File: config.mk
export PLATFORM = sky130hd
export DESIGN_NAME = mul_add_seq
export DESIGN_NICKNAME = d
export VERILOG_FILES = /design/src/rtl/mul_add_pkg.sv /design/src/rtl/mul_add_seq.sv
export SDC_FILE = /design/constraint.sdc
export NUM_CORES = 1
export LEC_CHECK = 0
export ABC_AREA = 0
export BUFFER_PORTS_ARGS = -buffer_cell sky130_fd_sc_hd__clkbuf_2
export CORE_UTILIZATION = 51
export DETAILED_ROUTE_END_ITERATION = 7
export GPL_TIMING_DRIVEN = 0
export MAX_ROUTING_LAYER = met4
export PLACE_DENSITY = 0.76
export RECOVER_POWER = 100
export SYNTH_ARGS = -nofsm -noshare
export SYNTH_HDL_FRONTEND = slang
export SYNTH_SLANG_ARGS = --single-unit
File: constraint.sdc
create_clock -name clk -period 2.2 [get_ports clk]
set_input_delay 0.22 -clock clk [delete_from_list [all_inputs] [get_ports clk]]
set_output_delay 0.22 -clock clk [all_outputs]
set_load 0.02 [all_outputs]
File: src/rtl/mul_add_pkg.sv
`default_nettype none
// ============================================================================
// Module  : mul_add_pkg
// Purpose : Shared types and helpers for the shift-add multiply-accumulate
//           unit and the divider self-check wrapper that reuses it.
// Revision: 1.0 - initial release
// ============================================================================
package mul_add_pkg;

  // Controller states of the multiply-accumulate sequencer
  typedef enum logic [1:0] {
    IDLE = 2'd0,
    RUN  = 2'd1,
    ADD  = 2'd2
  } state_t;

  // Step counter must be able to represent 0..width
  function automatic int count_width(input int width);
    return $clog2(width + 1);
  endfunction

endpackage
`default_nettype wire

File: src/rtl/mul_add_seq.sv
`default_nettype none
// ============================================================================
// Module  : mul_add_seq
// Purpose : Sequential unsigned multiply-accumulate, prod = a*b + addend.
//           Radix-2 shift-add: one multiplier bit per clock, then a single
//           accumulate cycle adding the zero-extended addend.
// Revision: 1.0 - initial release
// ============================================================================
module mul_add_seq
  import mul_add_pkg::*;
#(
  parameter int WIDTH = 8
) (
  input  logic               clk,
  input  logic               rst,
  input  logic               start,
  input  logic [WIDTH-1:0]   a,
  input  logic [WIDTH-1:0]   b,
  input  logic [WIDTH-1:0]   addend,
  output logic               busy,
  output logic               done,
  output logic [2*WIDTH-1:0] prod
);

  localparam int            CW        = count_width(WIDTH);
  localparam logic [CW-1:0] LAST_STEP = CW'(WIDTH - 1);

  state_t           state;
  state_t           state_next;
  logic             accept;
  logic             last_step;

  logic [WIDTH-1:0] a_lat;
  logic [WIDTH-1:0] addend_lat;
  logic [WIDTH-1:0] hi;
  logic [WIDTH-1:0] lo;
  logic [CW-1:0]    count;
  logic [WIDTH:0]   step_sum;

  // State register
  always_ff @(posedge clk) begin
    if (rst) begin
      state <= IDLE;
    end else begin
      state <= state_next;
    end
  end

  // Next-state decode and handshake outputs; start is only honoured in IDLE
  always_comb begin
    state_next = state;
    accept     = 1'b0;
    busy       = 1'b0;
    last_step  = (count == LAST_STEP);
    case (state)
      IDLE: begin
        if (start) begin
          accept     = 1'b1;
          state_next = RUN;
        end
      end
      RUN: begin
        busy = 1'b1;
        if (last_step) begin
          state_next = ADD;
        end
      end
      ADD: begin
        busy       = 1'b1;
        state_next = IDLE;
      end
      default: begin
        state_next = IDLE;
      end
    endcase
  end

  // Conditional add of the multiplicand into the high half, carry kept in MSB
  always_comb begin
    step_sum = {1'b0, hi} + (lo[0] ? {1'b0, a_lat} : '0);
  end

  // Datapath: latch operands, shift-add per step, final accumulate into prod
  always_ff @(posedge clk) begin
    if (rst) begin
      a_lat      <= '0;
      addend_lat <= '0;
      hi         <= '0;
      lo         <= '0;
      count      <= '0;
      prod       <= '0;
    end else begin
      case (state)
        IDLE: begin
          if (accept) begin
            a_lat      <= a;
            addend_lat <= addend;
            hi         <= '0;
            lo         <= b;
            count      <= '0;
          end
        end
        RUN: begin
          // {carry, hi, lo} shifted right by one after the conditional add
          hi    <= step_sum[WIDTH:1];
          lo    <= {step_sum[0], lo[WIDTH-1:1]};
          count <= count + 1'b1;
        end
        ADD: begin
          prod <= {hi, lo} + {{WIDTH{1'b0}}, addend_lat};
        end
        default: begin
          count <= '0;
        end
      endcase
    end
  end

  // Completion pulse, one cycle after the accumulate edge begins
  always_ff @(posedge clk) begin
    if (rst) begin
      done <= 1'b0;
    end else begin
      done <= (state == ADD);
    end
  end

endmodule
`default_nettype wire

==> impl_metrics.py, run 1 <==
metrics = {
    "outcome": {
        "status": "complete, no violations",
    },
    "sta": {
        "rsz0062_at_grt": "false",
        "fin_ws_ns": 0.116,
        "fmax_mhz": 480,
        "skew_ns": 0.00718,
        "finalSetupViolCount": 0,
        "relSlewSlack": 0.612,
        "worst_pin_slew_ns": 0.582,
        "drv_slew": 0,
        "hold_viol": 0,
        "period_needed_ns": 2.08,
        "fin_crit_sh": 0.947,
    },
    "power": {
        "vdd_drop_max_mv": 0.521,
        "powerDensity_nw_per_um2": 1010,
        "power.leakage_nw": 1.34,
    },
    "detailed_routing": {
        "drt-pass1-iter-count": 4,
        "totalWireLength_um": 6430,
        "first_iter_violations": 83,
        "route.detailed.drc": 0,
        "num_vias": 2552,
        "final_antenna_net_count": 0,
        "wl_per_cell_um": 13.9,
        "via_per_inst": 5.52,
    },
    "finish": {
        "multi_input_comb_area_um2": 1770,
        "fillCellCount": 538,
        "fin_nets": 438,
        "layout_commonest_cell": "dfxtp_1",
        "diodes": 0,
        "seq_area_um2": 1100,
        "area_growth_pct": 12.7,
        "mostFrequentLayoutCells": "54 x dfxtp_1, 40 x nand2_1, 37 x nor2_1",
        "drive_gt1_frac": 0.123,
        "instances_no_fill": 462,
    },
    "global_routing": {
        "antenna_found_initial": 0,
        "overflow": 0,
        "first_global_vias": 2430,
        "grt_max_degree": 17,
        "grt_usage": 0.231,
        "grt_pass1_wl_um": 10800,
    },
    "clocking": {
        "clockRootBuffer": "clkbuf_8",
        "clock_path_buffers": 2,
        "clock-sinks": 55,
        "cts_hold_buf": 0,
        "path_clk_slew_ns": 0.10,
        "numCtsBuffers": 5,
        "cts_tree": "done",
        "postCtsSetupRepairBufs": 0,
        "htreeDepth": 2,
        "clock_latency_ns": 0.31,
    },
    "worst_setup_path": {
        "crit_required_ns": 2.45,
        "critPathMaxFanout": 10,
        "start_kind": "register",
        "crit_type": "register to register",
        "critPathMaxStageDelay_ns": 0.39,
        "critPathArrivalTime_ns": 2.34,
        "worst_setup_path_end_kind": "register",
        "slowest_stage": "dfxtp_4",
        "path_cells": "and2_1 > ha_1 > fa_2 > a211oi_2 > o21ai_1 > and3_1 > o31ai_1 > nor2b_1",
    },
    "job": {
        "maxCapViolations": 0,
    },
    "synth": {
        "async_flop_share": 0,
        "yosys_most_used_dff": "dfxtp_1",
        "synth_seq_cells": 55,
        "netlist_area_um2": 2950,
        "syn_area_per_cell_um2": 8.73,
        "syn_nets": 387,
        "synth_cell_types": 47,
        "synthCells": 338,
        "synth_edf_count": 0,
        "yosysWarningCount": 0,
        "ys_seq_area_frac": 0.373,
    },
    "floorplan": {
        "initial_core_util": 0.533,
        "die_h_um": 78.1,
        "die_x_um": 78.1,
        "ios": 45,
        "fp.dieArea_um2": 6090,
        "coreArea_um2": 5540,
        "rows": 27,
    },
    "place": {
        "dp_hpwl_um": 5000,
        "gp_congestion": 0.847,
        "dp_cells": 454,
        "port_buffers": 44,
        "place_ws_ns": -0.0639,
    },
    "min_path": {
        "hp-class": "input port to register",
    },
}
per-stage QoR:
stage | setup TNS (ns) | power [mW] | util | hold slack [ns] | cell area, µm²
floorplan | 0 | 2.49 | - | 0.315 | 2950
global placement | -0.136 | 2.82 | 0.589 | 0.439 | 3260
detailed placement | -0.123 | 2.86 | 0.589 | 0.441 | 3260
CTS | 0 | 3.42 | 0.605 | 0.116 | 3350
global route | 0 | 3.62 | 0.600 | 0.124 | 3330
finish | 0 | 3.37 | 0.600 | 0.120 | 3330
where the power goes:
group	leakage [nW]	internal (mW)	total (mW)	switching, mW
clock network	0.0412	0.224	0.558	0.335
registers	0.450	1.22	1.39	0.168
logic	0.848	0.534	1.43	0.892
worst max-delay path, delay by kind of cell (launching register included):
family / cells / cell delay [ns]
AO/OA/AOI/OAI: 3 / 0.54
adder cells (fa/ha/maj): 2 / 0.59
flip-flops: 1 / 0.39
AND/OR/NAND/NOR: 3 / 0.49
state kept, by name, indices dropped and copies added, names as in the netlist:
signal      flops
hi              8
state           2
done            1
lo              8
a_lat           8
addend_lat      8
prod           16
count           4
Yosys cell counts (5+ instances only):
cell / instances / share of area
a211oi_1: 21 / 0.053
a21o_1: 5 / 0.013
a21oi_1: 31 / 0.053
and2_1: 9 / 0.019
clkbuf_1: 11 / 0.014
dfxtp_1: 55 / 0.37
ha_1: 20 / 0.085
mux2i_1: 13 / 0.044
nand2_1: 40 / 0.051
nand3_1: 7 / 0.012
nor2_1: 37 / 0.047
o21ai_0: 7 / 0.012
o21ai_1: 5 / 0.0085
xnor2_1: 6 / 0.018
xor2_1: 10 / 0.030
final timing paths:
kind              slack (ns)    start  cells past startpoint  endpoint
hold / removal          0.12     a[6]                      3  a_lat[6]
setup / recovery        0.12    lo[0]                      8     hi[5]
hold reg to reg         0.45  prod[7]                      2   prod[7]
setup reg to reg        0.12    lo[0]                      8     hi[5]
layout make-up:
class | count | share of cell area
Timing Repair Buffer | 44 | 0.0594
Buffer | 16 | 0.0207
Clock inverter | 2 | 0.00376
Tap cell | 72 | 0.0271
Sequential cell | 55 | 0.332
Inverter | 3 | 0.00339
Multi-Input combinational cell | 264 | 0.532
Clock buffer | 6 | 0.0218
per-layer routing:
metal / vias up / routed length [µm] / GRT usage
met5: - / 0 / -
met3: 12 / 245 / 0.0407
met1: 1175 / 3090 / 0.282
li1: 1313 / - / -
met4: 0 / 104 / 0.0796
met2: 52 / 3000 / 0.386
logic make-up (layout without fill, tap and decap cells):
family / Yosys count / in the layout / synth area share
buffers and inverters: 19 / 71 / 0.0284
AOI/OAI and AO/OA: 90 / 90 / 0.209
muxes: 13 / 13 / 0.0441
adders and majority gates: 22 / 22 / 0.0984
DFF: 55 / 55 / 0.373
xor gates and xnor gates: 16 / 16 / 0.0475
and+or+nand+nor: 123 / 123 / 0.199
timing repair:
item	CTS	global route
pin swaps	0	1
gates resized for setup	2	5
cloned	0	0
endpoints found under the setup margin	5	7
Power figures use the tool's default switching activity.
==> run 2, diff against run 1 <==
--- a/config.mk
+++ b/config.mk
@@ -7,11 +7,12 @@
 export LEC_CHECK = 0
 export ABC_AREA = 0
 export BUFFER_PORTS_ARGS = -buffer_cell sky130_fd_sc_hd__clkbuf_2
-export CORE_UTILIZATION = 51
+export CORE_UTILIZATION = 53
+export CTS_BUF_LIST = sky130_fd_sc_hd__clkbuf_8
 export DETAILED_ROUTE_END_ITERATION = 7
 export GPL_TIMING_DRIVEN = 0
 export MAX_ROUTING_LAYER = met4
-export PLACE_DENSITY = 0.76
+export PLACE_DENSITY = 0.78
 export RECOVER_POWER = 100
 export SYNTH_ARGS = -nofsm -noshare
 export SYNTH_HDL_FRONTEND = slang
==> run 2 against run 1 <==
  * Critical path depth is the same
  * Via count shrank 1.5%
  * Die area shrank 3.7%
  * Wire length shrank 1.6%
  * Count of clock-buffer cells in the layout shrank 1
  * Global-route usage shrank 0.18 points
==> impl_metrics.py, run 2 (synthesis results as in run 1) <==
metrics = {
    "clocking": {
        "cts_resized": 2,
        "clock_path_buffers": 2,
        "clockRootBuffer": "clkbuf_8",
        "clock-sinks": 55,
        "numCtsBuffers": 5,
        "htreeDepth": 2,
        "postCtsSetupRepairBufs": 0,
        "path_clk_slew_ns": 0.10,
        "cts_tree": "done",
        "clock_latency_ns": 0.31,
        "cts_hold_buf": 0,
    },
    "sta": {
        "worst_pin_slew_ns": 0.796,
        "rsz0062_at_grt": "true",
        "fin_ws_ns": 0.0706,
        "relSlewSlack": 0.464,
        "skew_ns": 0.00604,
        "setup_tns_ns": 0,
        "drv_slew": 0,
        "fin_crit_sh": 0.968,
        "fmax_mhz": 470,
        "period_needed_ns": 2.13,
        "finalSetupViolCount": 0,
        "hold_viol": 0,
    },
    "global_routing": {
        "first_global_vias": 2337,
        "grt_usage": 0.230,
        "antenna_found_initial": 0,
        "grt_max_degree": 16,
        "grt_pass1_wl_um": 10500,
        "overflow": 0,
    },
    "place": {
        "post_dp_cell_area_um2": 3260,
        "gp_congestion": 0.889,
        "port_buffers": 44,
        "place_ws_ns": -0.110,
        "dp_hpwl_um": 4860,
    },
    "finish": {
        "drive_gt1_frac": 0.118,
        "final_core_util": 0.637,
        "top_register": "prod",
        "mostFrequentLayoutCells": "54 x dfxtp_1, 40 x nand2_1, 37 x nor2_1",
        "diodes": 0,
        "area_growth_pct": 13.1,
        "fin_nets": 438,
        "fin_area_um2": 3340,
        "layout_commonest_cell": "dfxtp_1",
        "largest_reg_flops": 16,
    },
    "floorplan": {
        "coreArea_um2": 5240,
        "die_x_um": 76.6,
        "fp.dieArea_um2": 5870,
        "die_h_um": 76.6,
        "rows": 26,
        "ios": 45,
        "initial_core_util": 0.563,
    },
    "detailed_routing": {
        "drt-pass1-iter-count": 4,
        "totalWireLength_um": 6330,
        "wl_per_cell_um": 13.8,
        "final_antenna_net_count": 0,
        "first_iter_violations": 110,
        "num_vias": 2513,
        "via_per_inst": 5.47,
        "route.detailed.drc": 0,
    },
    "outcome": {
        "status": "complete, no violations",
    },
    "worst_setup_path": {
        "crit_path_start": "lo[0]",
        "crit_type": "register to register",
        "critPathMaxFanout": 10,
        "start_kind": "register",
        "r2r_cells": 8,
        "worst_setup_path_end_kind": "register",
        "crit_required_ns": 2.44,
        "critPathArrivalTime_ns": 2.37,
        "r2r-start": "lo[0]",
    },
    "power": {
        "power.leakage_nw": 1.35,
        "powerDensity_nw_per_um2": 1040,
        "vdd_drop_max_mv": 0.526,
    },
    "job": {
        "maxCapViolations": 0,
    },
    "min_path": {
        "hold_depth": 3,
        "hp-class": "input port to register",
        "min_from": "a[5]",
    },
}
## run 2: routing by layer
layer | wire [µm] | GRT usage
met3 | 197 | 0.0275
met5 | 0 | -
met4 | 81 | 0.0769
met2 | 2920 | 0.373
met1 | 3130 | 0.296
## run 2: cell type report
cell class | count | area, µm²
clock inverters | 2 | 33.8
inverters | 3 | 11.3
multi-input cells | 264 | 1760
well taps | 70 | 87.6
fillers | 482 | 1900
clock buffers | 5 | 68.8
repair buffers | 44 | 198
plain buffers | 16 | 68.8
flip-flops and latches | 55 | 1100
## run 2: final timing paths
check / to / slack [ns]
max: hi[5] / 0.07
min: a_lat[5] / 0.12
min reg2reg: prod[7] / 0.45
max reg2reg: hi[5] / 0.07
## run 2: report_power, final
group / switching, mW / internal [mW] / total, mW
combinational: 0.886 / 0.534 / 1.42
sequential: 0.166 / 1.22 / 1.38
clock: 0.323 / 0.330 / 0.653
## run 2: worst max-delay path, stage by stage, from the launching register on
cell	delay (ns)
dfxtp_4	0.39
and2_1	0.16
ha_1	0.22
fa_2	0.38
a211oi_2	0.23
o21ai_1	0.11
and3_1	0.20
o31ai_1	0.22
nor2b_1	0.14
## run 2: metrics by stage
step           total power [mW]  hold slack, ns  instances
6_report                   3.46           0.125        459
5_1_grt                    3.69           0.130        459
4_1_cts                    3.50           0.118        459
3_5_place_dp               2.85           0.442        452
3_3_place_gp               2.81           0.439        452
2_1_floorplan              2.49           0.315        338
